`config.mk`:
```
export PLATFORM = sky130hd
export DESIGN_NAME = fir_mac_ctrl
export DESIGN_NICKNAME = d
export VERILOG_FILES = /design/src/rtl/fir_pkg.sv /design/src/rtl/fir_mac_unit.sv /design/src/rtl/fir_mac_ctrl.sv
export SDC_FILE = /design/constraint.sdc
export NUM_CORES = 2
export LEC_CHECK = 0
export BUFFER_PORTS_ARGS = -buffer_cell sky130_fd_sc_hd__buf_2
export CORE_UTILIZATION = 25
export DETAILED_ROUTE_END_ITERATION = 10
export GPL_TIMING_DRIVEN = 0
export HOLD_SLACK_MARGIN = 0.05
export PLACE_DENSITY = 0.37
export SYNTH_ARGS = -nofsm -noshare
export SYNTH_HDL_FRONTEND = slang
export SYNTH_SLANG_ARGS = --single-unit
```
`constraint.sdc`:
```
create_clock -name clk -period 12.5 [get_ports clk]
set_input_delay 0.625 -clock clk [delete_from_list [all_inputs] [get_ports clk]]
set_output_delay 0.625 -clock clk [all_outputs]
set_load 0.02 [all_outputs]
```
`src/rtl/fir_pkg.sv`:
```
// Shared constants and types for the serial-MAC FIR filter.
// The numeric constants describe the default build (Q1.15 samples, 8 taps);
// modules that take N/TAPS parameters derive their own widths from those.
package fir_pkg;

    localparam int N     = 16;
    localparam int TAPS  = 8;
    localparam int ACC_W = 2 * N + $clog2(TAPS);

    localparam logic signed [N-1:0] SAT_MAX = {1'b0, {(N-1){1'b1}}};
    localparam logic signed [N-1:0] SAT_MIN = {1'b1, {(N-1){1'b0}}};

    typedef enum logic [1:0] {
        IDLE = 2'd0,
        MAC  = 2'd1,
        DONE = 2'd2
    } state_t;

endpackage

```
`src/rtl/fir_mac_unit.sv`:
```
// Single shared multiplier feeding a wide signed accumulator.
// The accumulator is 2N+clog2(TAPS) bits wide, so a full filter pass
// of worst-case products can never overflow it.
module fir_mac_unit #(
    parameter int N     = fir_pkg::N,
    parameter int ACC_W = fir_pkg::ACC_W
) (
    input  logic                    clk,
    input  logic                    reset,
    input  logic                    clear,
    input  logic                    enable,
    input  logic signed [N-1:0]     sample,
    input  logic signed [N-1:0]     coef,
    output logic signed [ACC_W-1:0] acc
);

    logic signed [2*N-1:0]   product;
    logic signed [ACC_W-1:0] product_ext;

    assign product     = sample * coef;
    assign product_ext = {{(ACC_W - 2 * N){product[2*N-1]}}, product};

    // Clear on a new sample, otherwise add one product per enabled cycle
    always_ff @(posedge clk or posedge reset) begin
        if (reset) begin
            acc <= '0;
        end else if (clear) begin
            acc <= '0;
        end else if (enable) begin
            acc <= acc + product_ext;
        end
    end

endmodule

```
`src/rtl/fir_mac_ctrl.sv`:
```
// Serial-MAC FIR controller: accepts one sample at a time, walks the
// circular delay line against the coefficient file over TAPS cycles using
// one shared MAC, then registers a saturated result with a one-cycle pulse.
module fir_mac_ctrl #(
    parameter int N    = fir_pkg::N,
    parameter int TAPS = fir_pkg::TAPS
) (
    input  logic                    clk,
    input  logic                    reset,
    input  logic                    in_valid,
    output logic                    in_ready,
    input  logic signed [N-1:0]     data_in,
    input  logic                    coef_we,
    input  logic [$clog2(TAPS)-1:0] coef_addr,
    input  logic signed [N-1:0]     coef_data,
    output logic signed [N-1:0]     data_out,
    output logic                    out_valid,
    output logic                    busy
);

    import fir_pkg::*;

    localparam int PW = $clog2(TAPS);
    localparam int AW = 2 * N + PW;

    // Saturation limits sign-extended to accumulator width
    localparam logic signed [AW-1:0] CLAMP_HI = {{(AW - N + 1){1'b0}}, {(N-1){1'b1}}};
    localparam logic signed [AW-1:0] CLAMP_LO = {{(AW - N + 1){1'b1}}, {(N-1){1'b0}}};

    state_t state;
    state_t next_state;

    logic [PW-1:0]       wr_ptr;
    logic [PW-1:0]       tap_cnt;
    logic [PW-1:0]       rd_idx;
    logic signed [N-1:0] delay_line [TAPS];
    logic signed [N-1:0] coefs      [TAPS];

    logic                accept;
    logic                last_tap;
    logic                mac_enable;
    logic signed [AW-1:0] acc;
    logic signed [AW-1:0] shifted;
    logic signed [N-1:0]  clamped;

    assign in_ready   = (state == IDLE);
    assign busy       = (state != IDLE);
    assign accept     = in_valid && (state == IDLE);
    assign mac_enable = (state == MAC);
    assign last_tap   = (tap_cnt == PW'(TAPS - 1));

    // Tap k pairs with the sample k steps older than the newest; the
    // power-of-two length makes the subtraction wrap modulo TAPS for free.
    assign rd_idx = wr_ptr - tap_cnt;

    // State register
    always_ff @(posedge clk or posedge reset) begin
        if (reset) begin
            state <= IDLE;
        end else begin
            state <= next_state;
        end
    end

    // Next-state logic: IDLE waits for a sample, MAC runs TAPS products, DONE emits
    always_comb begin
        next_state = state;
        case (state)
            IDLE:    if (in_valid) next_state = MAC;
            MAC:     if (last_tap) next_state = DONE;
            DONE:    next_state = IDLE;
            default: next_state = IDLE;
        endcase
    end

    // Tap counter restarts on accept; write pointer advances once the last tap is done
    always_ff @(posedge clk or posedge reset) begin
        if (reset) begin
            tap_cnt <= '0;
            wr_ptr  <= '0;
        end else if (accept) begin
            tap_cnt <= '0;
        end else if (state == MAC) begin
            tap_cnt <= tap_cnt + 1'b1;
            if (last_tap) begin
                wr_ptr <= wr_ptr + 1'b1;
            end
        end
    end

    // Circular delay line: the accepted sample lands at the current write pointer
    always_ff @(posedge clk or posedge reset) begin
        if (reset) begin
            for (int i = 0; i < TAPS; i++) begin
                delay_line[i] <= '0;
            end
        end else if (accept) begin
            delay_line[wr_ptr] <= data_in;
        end
    end

    // Coefficient file writable only while idle, so a pass never sees a changing tap
    always_ff @(posedge clk or posedge reset) begin
        if (reset) begin
            for (int i = 0; i < TAPS; i++) begin
                coefs[i] <= '0;
            end
        end else if (coef_we && (state == IDLE)) begin
            coefs[coef_addr] <= coef_data;
        end
    end

    fir_mac_unit #(
        .N     (N),
        .ACC_W (AW)
    ) u_mac (
        .clk    (clk),
        .reset  (reset),
        .clear  (accept),
        .enable (mac_enable),
        .sample (delay_line[rd_idx]),
        .coef   (coefs[tap_cnt]),
        .acc    (acc)
    );

    // Rescale from Q2.30-style product sum back to Q1.15 and saturate
    always_comb begin
        shifted = acc >>> (N - 1);
        clamped = shifted[N-1:0];
        if (shifted > CLAMP_HI) begin
            clamped = CLAMP_HI[N-1:0];
        end else if (shifted < CLAMP_LO) begin
            clamped = CLAMP_LO[N-1:0];
        end
    end

    // Output register: result captured in DONE and held until the next pass
    always_ff @(posedge clk or posedge reset) begin
        if (reset) begin
            data_out  <= '0;
            out_valid <= 1'b0;
        end else begin
            out_valid <= (state == DONE);
            if (state == DONE) begin
                data_out <= clamped;
            end
        end
    end

endmodule

```
==> results_dict.tcl <==
set metrics [dict create \
    status "finished with violations" \
    violations "capacitance limit, slew limit" \
    drc 0 \
    slowest_stage "mux2i_1" \
    cap_violations 1 \
    synthTopCellsByCount "371 x inv_1, 316 x dfrtp_1, 311 x fa_1" \
    hold_violations 0 \
    grt_pass1_wl_um 115000 \
    tritoncts "built" \
    ios 58 \
    ant_nets 0 \
    crit_path_max_fanout 10 \
    rsz0062_at_grt "no" \
    cts-root-buf "clkbuf_16" \
    layout.nets 2699 \
    die_x_um 318 \
    postCtsSetupRepairBufs 0 \
    synthCells 2134 \
    n_fill_cell 10194 \
    startpoint "tap_cnt[1]$_DFFE_PP0P_" \
    grt_max_degree 122 \
    min_period_over_period_pct 90.0 \
    dr.pass1.iters 4 \
    r2r-start "tap_cnt[1]$_DFFE_PP0P_" \
    via_per_inst 4.46 \
    synth.area.top_cells "dfrtp_1 32%, fa_1 25%, mux2_2 13%" \
    htreeDepth 2 \
    n_antenna_cell 0 \
    yosysUniqueCellTypes 54 \
    port-buffer-count 57 \
    slew_headroom_pct -1.61 \
    post-place-ws_ns 1.08 \
    synth_edf_count 0 \
    synth_largest_area_cell "dfrtp_1" \
    fin_skew_ns 0.0512 \
    finalCriticalPeriod_ns 11.25 \
    critPathCaptureType "flop" \
    cts_buffers 42 \
    finalInstanceArea_um2 28400 \
    postRouteWirelength_um 74400 \
    hold_path_class "in -> async" \
    grt_util_all_layers_pct 15.3 \
    vias 15865 \
    setup_viol 0 \
    clk_latency_ns 0.63 \
    first_global_vias 18027 \
    design.die.area_um2 101000 \
    max_freq_mhz 88.9 \
    clockBufferDepth 3 \
    slew_violations 1 \
    yosysWarnings 0 \
    rows 115 \
    fp.dieH_um 318 \
    worstPathRequired_ns 12.94 \
    ys.flop_type "dfrtp_1" \
    syn-num-nets 2592 \
    path_class "reg -> reg" \
    synth_seq_cells 316 \
    cts.clk_slew.worst_paths_ns 0.06 \
    cts_resized 0 \
    crit_arrival_ns 11.69 \
    hold_buffers 0 \
    netlist_area_um2 25000 \
    path_common_cell "fa_1" \
    cts.sink_count 316 \
    place_area_um2 27000 \
    synth_top_area_share_pct 31.7 \
    antenna_found_initial 10 \
    async_flop_share_pct 100 \
    core_um2 98600 \
    gp_congestion 0.813 \
    critPathLaunchType "flop" \
    fin_ws_ns 1.25 \
    critical_path.max_stage_delay_ns 1.15 \
    ys_seq_area_share_pct 31.7 \
    tightestPinTransition_ns 1.48 \
    synth.avg_cell_area_um2 11.7 \
    drt_iter0_drc 787 \
    routedWlPerCell_um 20.9 \
    start_util_pct 25.3 \
    post-synth-top-count-cell "inv_1" \
    drive_above_1_share_pct 21.6 \
    gr-total-overflow 0 \
    dp_hpwl_um 56800 \
    area_growth_pct 13.8 \
]
==> routing by layer <==
layer | wire length (um) | share of wire, % | track usage [%]
met5 | 62 | 0.083 | 0
met4 | 1930 | 2.6 | 4.14
met3 | 3100 | 4.2 | 2.97
met2 | 34500 | 46 | 24.5
met1 | 34900 | 47 | 20.8
==> layout make-up <==
type	count	area [um2]	area share, %
Buffer	73	292	1.03
Clock buffer	61	1240	4.38
Clock inverter	13	191	0.674
Inverter	371	1400	4.93
Multi-Input combinational cell	1374	15400	54.1
Sequential cell	316	7910	27.8
Tap cell	1287	1610	5.67
Timing Repair Buffer	63	382	1.34
==> placed cells by master (no fill, tap or decap), drive strengths merged, types with 3 or more instances in the layout <==
master,synthesis,final
and2,9,9
xnor2,29,29
o21bai,3,3
and3,9,9
nor2b,8,8
dfrtp,316,316
nand3,8,8
nor3,6,6
clkbuf,58,119
inv,371,373
bufinv,0,3
buf,15,78
mux2,281,281
a211oi,4,4
nand2b,11,11
ha,108,108
clkinv,0,5
nor2,150,150
mux4,64,64
nand4,6,6
a22o,9,9
or2,3,3
o21ai,54,54
a21o,9,9
o21a,5,5
fa,311,311
a311oi,3,3
xor2,13,13
nand2,192,192
mux2i,27,27
clkinvlp,0,3
a31oi,3,3
a21oi,28,28
==> through the flow <==
| stage | hold WS, ns | std cells | util [%] | setup TNS (ns) |
|---|---|---|---|---|
| global route | 0.173 | 3558 | 28.8 | 0 |
| detailed placement | 0.453 | 3484 | 27.4 | 0 |
| global placement | 0.446 | 3478 | 27.2 | -236.88 |
| floorplan | 0.456 | 2134 | - | 0 |
| CTS | 0.121 | 3558 | 28.8 | 0 |
| finish | 0.130 | 3558 | 28.8 | 0 |
==> cells by family (layout without fill, tap and decap cells) <==
family | after synthesis | after routing | share of synthesized area, %
flip-flops | 316 | 316 | 31.7
adder cells (fa/ha/maj) | 419 | 419 | 30.4
AO/OA/AOI/OAI | 135 | 135 | 3.35
AND/OR/NAND/NOR | 406 | 406 | 6.70
buffers and inverters | 444 | 581 | 6.75
multiplexers | 372 | 372 | 19.6
XOR/XNOR | 42 | 42 | 1.50
==> state kept, by name, summed over array words and instances, names as in the netlist <==
register and cells:
tap_cnt 3, wr_ptr 3, coefs 128, state 2, delay_line 128, out_valid 1, data_out 16, u_mac.acc 35
==> critical path: cells and delay by family (launching register included) <==
kind	cells	cell delay [ns]
AO/OA/AOI/OAI	7	2.29
multiplexers	2	1.56
flip-flops	1	0.36
adder cells (fa/ha/maj)	8	3.71
buffers and inverters	10	2.15
AND/OR/NAND/NOR	1	0.18
XOR/XNOR	3	0.78
==> final timing paths <==
check	slack, ns	depth (start not counted)	to
max reg2reg	1.25	31	u_mac.acc[34]$_DFFE_PP0P_
min reg2reg	0.46	2	data_out[7]$_DFFE_PP0P_
min	0.13	2	delay_line[80]$_DFFE_PP0P_
max	1.25	31	u_mac.acc[34]$_DFFE_PP0P_
min in group clk	0.34	2	coefs[95]$_DFFE_PP0P_
max in group asynchronous	10.61	4	out_valid$_DFF_PP0_
Power is not shown: default switching activity piles up to over one toggle a cycle in this logic, so the estimate is an artifact.
